===== config.mk =====
export PLATFORM = sky130hd
export DESIGN_NAME = rapcore_spi_controller
export DESIGN_NICKNAME = d
export VERILOG_FILES = /design/src/rtl/rapcore_spi_controller.sv
export SDC_FILE = /design/constraint.sdc
export NUM_CORES = 1
export LEC_CHECK = 0
export CAP_MARGIN = 20
export CORE_UTILIZATION = 55
export CTS_CLUSTER_DIAMETER = 100
export CTS_CLUSTER_SIZE = 24
export DETAILED_ROUTE_END_ITERATION = 16
export PLACE_DENSITY = 0.83
export SLEW_MARGIN = 5
export SYNTH_ARGS = -nofsm -noshare
export SYNTH_HDL_FRONTEND = slang
export SYNTH_SLANG_ARGS = --single-unit
export TNS_END_PERCENT = 5

===== constraint.sdc =====
create_clock -name wb_clk_i -period 6 [get_ports wb_clk_i]
set_input_delay 1.2 -clock wb_clk_i [delete_from_list [all_inputs] [get_ports wb_clk_i]]
set_output_delay 1.2 -clock wb_clk_i [all_outputs]
set_load 0.02 [all_outputs]

===== src/rtl/rapcore_spi_controller.sv =====
`default_nettype none
// ============================================================================
// Module   : rapcore_spi_controller
// Purpose  : Wishbone-controlled SPI initiator for the rapcore SPI link.
//            The management SoC writes a word to TX. The block shifts it out
//            MSB first in SPI mode 0 and captures the peripheral reply into RX.
// Ports    : wb_clk_i/wb_rst_i       clock, synchronous active-high reset
//            wbs_*                   Wishbone slave (registered single ack)
//            sck/cs/copi/cipo        SPI link (cs active low, sck idle low)
//            busy                    transfer in progress
//            irq                     done | ovr level, only when
//                                    RAPCORE_SPI_IRQ_EN is defined
// Registers: 0x0 CTRL[7:0] clkdiv (RW)   0x4 TX (WO, reads 0)
//            0x8 RX (RO, right-aligned)  0xC STATUS {ovr,done,busy} (W1C 2:1)
// Options  : `define RAPCORE_SPI_IRQ_EN to add the irq output port.
// Revision : 1.0 - initial release
// ============================================================================
module rapcore_spi_controller #(
    parameter logic [31:0] BASE_ADDR = 32'h3000_0000,
    parameter int          WORD_BITS = 32,
    parameter logic [7:0]  DIV_RESET = 8'd3
) (
    input  logic        wb_clk_i,
    input  logic        wb_rst_i,
    input  logic        wbs_stb_i,
    input  logic        wbs_cyc_i,
    input  logic        wbs_we_i,
    input  logic [3:0]  wbs_sel_i,
    input  logic [31:0] wbs_dat_i,
    input  logic [31:0] wbs_adr_i,
    output logic        wbs_ack_o,
    output logic [31:0] wbs_dat_o,
    output logic        sck,
    output logic        cs,
    output logic        copi,
    input  logic        cipo,
`ifdef RAPCORE_SPI_IRQ_EN
    output logic        busy,
    output logic        irq
`else
    output logic        busy
`endif
);

    localparam int c_BIT_CNT_W = $clog2(WORD_BITS + 1);
    localparam logic [c_BIT_CNT_W-1:0] c_LAST_BIT = c_BIT_CNT_W'(WORD_BITS);
    localparam logic [c_BIT_CNT_W-1:0] c_BIT_ONE  = c_BIT_CNT_W'(1);

    localparam logic [1:0] c_OFF_CTRL = 2'd0;
    localparam logic [1:0] c_OFF_TX   = 2'd1;
    localparam logic [1:0] c_OFF_RX   = 2'd2;
    localparam logic [1:0] c_OFF_STAT = 2'd3;

    typedef enum logic [2:0] {
        ST_IDLE  = 3'd0,
        ST_LEAD  = 3'd1,
        ST_SHIFT = 3'd2,
        ST_TRAIL = 3'd3,
        ST_GAP   = 3'd4
    } state_t;

    state_t                   r_state;
    logic [7:0]               r_clkdiv;
    logic [7:0]               r_div_lat;   // divider frozen for the running transfer
    logic [7:0]               r_cnt;       // clocks elapsed in the current half period
    logic [c_BIT_CNT_W-1:0]   r_bits;      // sck rises issued so far
    logic [WORD_BITS-1:0]     r_shift;
    logic [WORD_BITS-1:0]     r_rx;
    logic                     r_done;
    logic                     r_ovr;

    logic        w_match;
    logic        w_access;
    logic        w_wr;
    logic [1:0]  w_off;
    logic        w_tx_wr;
    logic        w_ctrl_wr;
    logic        w_stat_wr;
    logic        w_half_end;
    logic [31:0] w_tx_masked;
    logic [31:0] w_rx_ext;
    logic [31:0] w_rd_data;
    logic        w_unused_bits;

    // The ack term blocks a new access in the ack cycle, which forces one
    // idle cycle between acks even if the master holds cyc/stb.
    assign w_match    = (wbs_adr_i[31:4] == BASE_ADDR[31:4]);
    assign w_access   = wbs_cyc_i & wbs_stb_i & w_match & ~wbs_ack_o;
    assign w_wr       = w_access & wbs_we_i;
    assign w_off      = wbs_adr_i[3:2];
    assign w_tx_wr    = w_wr & (w_off == c_OFF_TX);
    assign w_ctrl_wr  = w_wr & (w_off == c_OFF_CTRL) & wbs_sel_i[0];
    assign w_stat_wr  = w_wr & (w_off == c_OFF_STAT) & wbs_sel_i[0];
    assign w_half_end = (r_cnt == r_div_lat);

    assign w_unused_bits = ^{wbs_adr_i[1:0], w_tx_masked};

    // Unselected TX bytes load as zero.
    always_comb begin
        w_tx_masked = 32'h0;
        for (int b = 0; b < 4; b++) begin
            w_tx_masked[8*b +: 8] = wbs_sel_i[b] ? wbs_dat_i[8*b +: 8] : 8'h00;
        end
    end

    always_comb begin
        w_rx_ext                  = 32'h0;
        w_rx_ext[WORD_BITS-1:0]   = r_rx;
    end

    always_comb begin
        w_rd_data = 32'h0;
        case (w_off)
            c_OFF_CTRL: w_rd_data = {24'h0, r_clkdiv};
            c_OFF_TX:   w_rd_data = 32'h0;
            c_OFF_RX:   w_rd_data = w_rx_ext;
            c_OFF_STAT: w_rd_data = {29'h0, r_ovr, r_done, busy};
            default:    w_rd_data = 32'h0;
        endcase
    end

`ifdef RAPCORE_SPI_IRQ_EN
    assign irq = r_done | r_ovr;
`endif

    always_ff @(posedge wb_clk_i) begin
        if (wb_rst_i) begin
            wbs_ack_o <= 1'b0;
            wbs_dat_o <= 32'h0;
            sck       <= 1'b0;
            cs        <= 1'b1;
            copi      <= 1'b0;
            busy      <= 1'b0;
            r_state   <= ST_IDLE;
            r_clkdiv  <= DIV_RESET;
            r_div_lat <= DIV_RESET;
            r_cnt     <= 8'h0;
            r_bits    <= '0;
            r_shift   <= '0;
            r_rx      <= '0;
            r_done    <= 1'b0;
            r_ovr     <= 1'b0;
        end else begin
            wbs_ack_o <= w_access;
            wbs_dat_o <= (w_access && !wbs_we_i) ? w_rd_data : 32'h0;

            if (w_ctrl_wr) begin
                r_clkdiv <= wbs_dat_i[7:0];
            end

            // Clears come first so that a set later in this block wins.
            if (w_stat_wr && wbs_dat_i[1]) begin
                r_done <= 1'b0;
            end
            if (w_stat_wr && wbs_dat_i[2]) begin
                r_ovr <= 1'b0;
            end
            if (w_tx_wr && (r_state != ST_IDLE)) begin
                r_ovr <= 1'b1;
            end

            case (r_state)
                ST_IDLE: begin
                    if (w_tx_wr) begin
                        r_shift   <= w_tx_masked[WORD_BITS-1:0];
                        copi      <= w_tx_masked[WORD_BITS-1];
                        cs        <= 1'b0;
                        busy      <= 1'b1;
                        r_div_lat <= r_clkdiv;
                        r_cnt     <= 8'h0;
                        r_bits    <= '0;
                        r_state   <= ST_LEAD;
                    end
                end

                ST_LEAD: begin
                    if (w_half_end) begin
                        r_cnt   <= 8'h0;
                        sck     <= 1'b1;
                        r_shift <= {r_shift[WORD_BITS-2:0], cipo};
                        r_bits  <= c_BIT_ONE;
                        r_state <= ST_SHIFT;
                    end else begin
                        r_cnt <= r_cnt + 8'd1;
                    end
                end

                // Each half period ends either on a fall (present next bit)
                // or, after the low half, on a rise (sample cipo) unless all
                // bits have been clocked, in which case the trail begins.
                ST_SHIFT: begin
                    if (w_half_end) begin
                        r_cnt <= 8'h0;
                        if (sck) begin
                            sck  <= 1'b0;
                            copi <= (r_bits == c_LAST_BIT) ? 1'b0 : r_shift[WORD_BITS-1];
                        end else if (r_bits == c_LAST_BIT) begin
                            r_state <= ST_TRAIL;
                        end else begin
                            sck     <= 1'b1;
                            r_shift <= {r_shift[WORD_BITS-2:0], cipo};
                            r_bits  <= r_bits + c_BIT_ONE;
                        end
                    end else begin
                        r_cnt <= r_cnt + 8'd1;
                    end
                end

                ST_TRAIL: begin
                    if (w_half_end) begin
                        r_cnt   <= 8'h0;
                        cs      <= 1'b1;
                        copi    <= 1'b0;
                        r_rx    <= r_shift;
                        r_done  <= 1'b1;
                        r_state <= ST_GAP;
                    end else begin
                        r_cnt <= r_cnt + 8'd1;
                    end
                end

                ST_GAP: begin
                    if (w_half_end) begin
                        r_cnt   <= 8'h0;
                        busy    <= 1'b0;
                        r_state <= ST_IDLE;
                    end else begin
                        r_cnt <= r_cnt + 8'd1;
                    end
                end

                default: begin
                    r_state <= ST_IDLE;
                end
            endcase
        end
    end

endmodule
`default_nettype wire

==> summary.txt <==
Routing
  • Vias/cell: 5.56
  • WL/cell: between 15 and 20 um
  • Drt drc: 0
  • Final ANT Viol Nets: 0
  • Iteration-0 DRC count of the detailed router: 194
  • DR pass1 iterations: 5
  • Via count: about 4900
  • Detailed Route WL: ~14000 um

Critical path
  • Critical path class: input pin to register
  • Worst R2R Setup Slack: 3.11 ns
  • Crit-path cells: clkdlybuf4s50_1 -> nor4_1 -> nand4_1 -> nor4_4 -> and2_1 -> o21ai_4 -> buf_4 -> mux2_4
  • CP Launch Type: input pin
  • CP Data Required Time: 6.41 ns
  • Worst setup EP type: register
  • R2R Path End: r_rx[4]
  • RR Startpoint: r_cnt[3]
  • WP data arrival: 3.86 ns
  • Max Fanout on Critical Path: 37
  • Cell depth of the worst flop-to-flop path: 6
  • Crit path max-delay cell type: nor4_4
  • Biggest cell delay along the critical path: 0.44 ns

Placement
  • Dpl ws: 2.04 ns
  • Gp weighted congestion: 0.807
  • Placed Area: roughly 7100 sq um
  • HPWL after DPL: slightly above 9000 um
  • IO Port Bufs: 108
  • Cells after DPL: 846

Synthesis
  • Syn Inst Count: 640
  • Cell taking the most area after synthesis: dfxtp_1
  • EDFF count, synth: 0
  • #FFs+latches synth: 136
  • Main synth FF type: dfxtp_1
  • Most frequent cell after synthesis: dfxtp_1
  • Syn Std Cell Area: 5980 sq um
  • Fraction of registers with async set/reset: 0
  • Syn Nets: between 700 and 800
  • Synth warn: 0
  • Top post-synthesis cells by count: 136 x dfxtp_1, 60 x mux2i_1, 59 x nor2_1
  • Syn avg cell area: 9.35 sq um
  • Seq/Total Area, Yosys: 0.455
  • Post-synthesis cell type count: 49
  • Top post-synthesis cells by area: dfxtp_1 46%, mux2i_1 10%, nor2_1 3.7%
  • Top-area cell type share of the netlist area: 0.455

Power
  • P_leak: roughly 3 nW
  • Power per cell area: 259 nW/um^2
  • Overall power: 1.98 mW
  • Worst vdd ir: between 0.00015 and 0.0002 V

Global routing
  • Vias in the first global route: 4758
  • GRT overflow: 0
  • Overall Global Routing Usage: 0.253
  • First-pass GRT wire length: 22500 um
  • Initial antenna violation count: 0
  • Pin count of the biggest net entering global routing: 77

Timing
  • Relative slew slack: 0.268
  • Hold slack: 0.454 ns
  • Pins Over Slew Limit: 0
  • Worst Skew: 0.00971 ns
  • Final hold vios: 0
  • Max Fclk: 0.290 GHz
  • Setup TNS: 0 ns
  • Slew of the pin with the lowest slew margin: 1.10 ns
  • Final worst path period share: 0.575
  • Setup WS post-layout: 2.55 ns
  • Min Tclk post-route: 3.45 ns
  • Final setup viols: 0
  • RSZ-0062 raised after global routing: false

Job
  • Max-cap violation count: 0

Clock tree
  • Clock root buffer: clkbuf_8
  • Worst-path clk slew: 0.06 ns
  • TritonCTS clock tree: done
  • Post-CTS setup buffers: 0
  • CTS Buf Count: 17
  • Post-CTS Resized: 0
  • Post-CTS Hold Buffers: 0
  • Clock Sinks: 136
  • Clk_lat worst skew: 0.53 ns
  • Number of H-tree levels: 4
  • Clk buf depth: 2

Run status
  • Status: complete, no violations

Final layout
  • Layout cell share with drive strength beyond 1: 0.112
  • Non-filler cells, final: ~900
  • P&R area growth vs syn: 27.8%
  • Final nets: 806
  • N_diodes: 0
  • Fin util: 0.734
  • Fin area: 7640 sq um

Min path
  • Hold path cells: 2
  • Min-delay worst type: register to register
  • Hold Startpoint: copi
  • Hold worst-path end: copi

Floorplan
  • Row cnt: 37
  • Total core area: 10400 sq um
  • Die Y: 106 um
  • Die extent in x: 106 um
  • Die area: 11300 sq um
  • Top Ports: 111
  • Starting Density: 0.574
## per-layer routing
layer	global-route usage	share of wire	up-vias
li1	-	-	2398
met1	0.308	0.42	2319
met2	0.427	0.51	150
met3	0.0748	0.055	17
met4	0.0804	0.013	0
met5	0	0	-
## registers in the layout, summed over array words and instances (netlist names), 3 cells and up
signal     cells
r_div_lat      8
r_bits         6
r_clkdiv       8
r_cnt          8
r_state        3
r_shift       32
r_rx          32
wbs_dat_o     32
## cell type report
class	instances	area (sq um)
inverters	15	56.3
multi-input cells	447	3020
well taps	136	170
clock buffers	19	432
fillers	745	2770
flip-flops and latches	136	2720
repair buffers	112	1110
clock inverters	13	133
## power breakdown
part | total, mW | switching, mW | internal [mW]
Combinational | 0.0905 | 0.0385 | 0.0520
Clock | 0.988 | 0.417 | 0.571
Sequential | 0.904 | 0.000955 | 0.903
Total | 1.98 | 0.456 | 1.53
## cell usage in the layout (no fill, tap or decap), drive strengths merged, types with 6 or more instances in the layout
cell	instances
inv	22
mux2i	60
a21oi	44
mux2	32
nor2	59
clkbuf	19
nor2b	33
clkdlybuf4s50	107
nor4	11
nand3	41
and2	31
dfxtp	136
nand4	6
nand2	57
a311oi	6
xor2	8
o21ai	8
## kinds of logic (layout without fill, tap and decap cells)
logic type	Yosys count	count (layout)	synth area share
multiplexers	92	92	0.169
flip-flops	136	136	0.455
XOR/XNOR	8	8	0.0117
buffers and inverters	57	159	0.0418
AND/OR/NAND/NOR	260	260	0.225
adder cells (fa/ha/maj)	3	3	0.00627
AO/OA/AOI/OAI	84	84	0.0912
## worst max-delay path: cells and delay by family
family          cells  cell delay (ns)
simple gates        4             1.46
buf+inv             2             0.73
mux                 1             0.36
compound gates      1             0.09
## worst max-delay path by stage
stage	startpoint	end	slack (ns)	cells past startpoint
after CTS	wbs_adr_i[12]	r_shift[24]	2.56	8
after global placement	wbs_adr_i[21]	r_shift[20]	2.09	8
after floorplan	wbs_adr_i[4]	r_shift[18]	2.91	9
final	wbs_adr_i[21]	r_shift[21]	2.55	8
after global routing	wbs_adr_i[12]	r_shift[19]	2.36	8
after detailed placement	wbs_adr_i[12]	r_shift[24]	2.04	8
No activity file was read; power rests on OpenSTA's default activity.
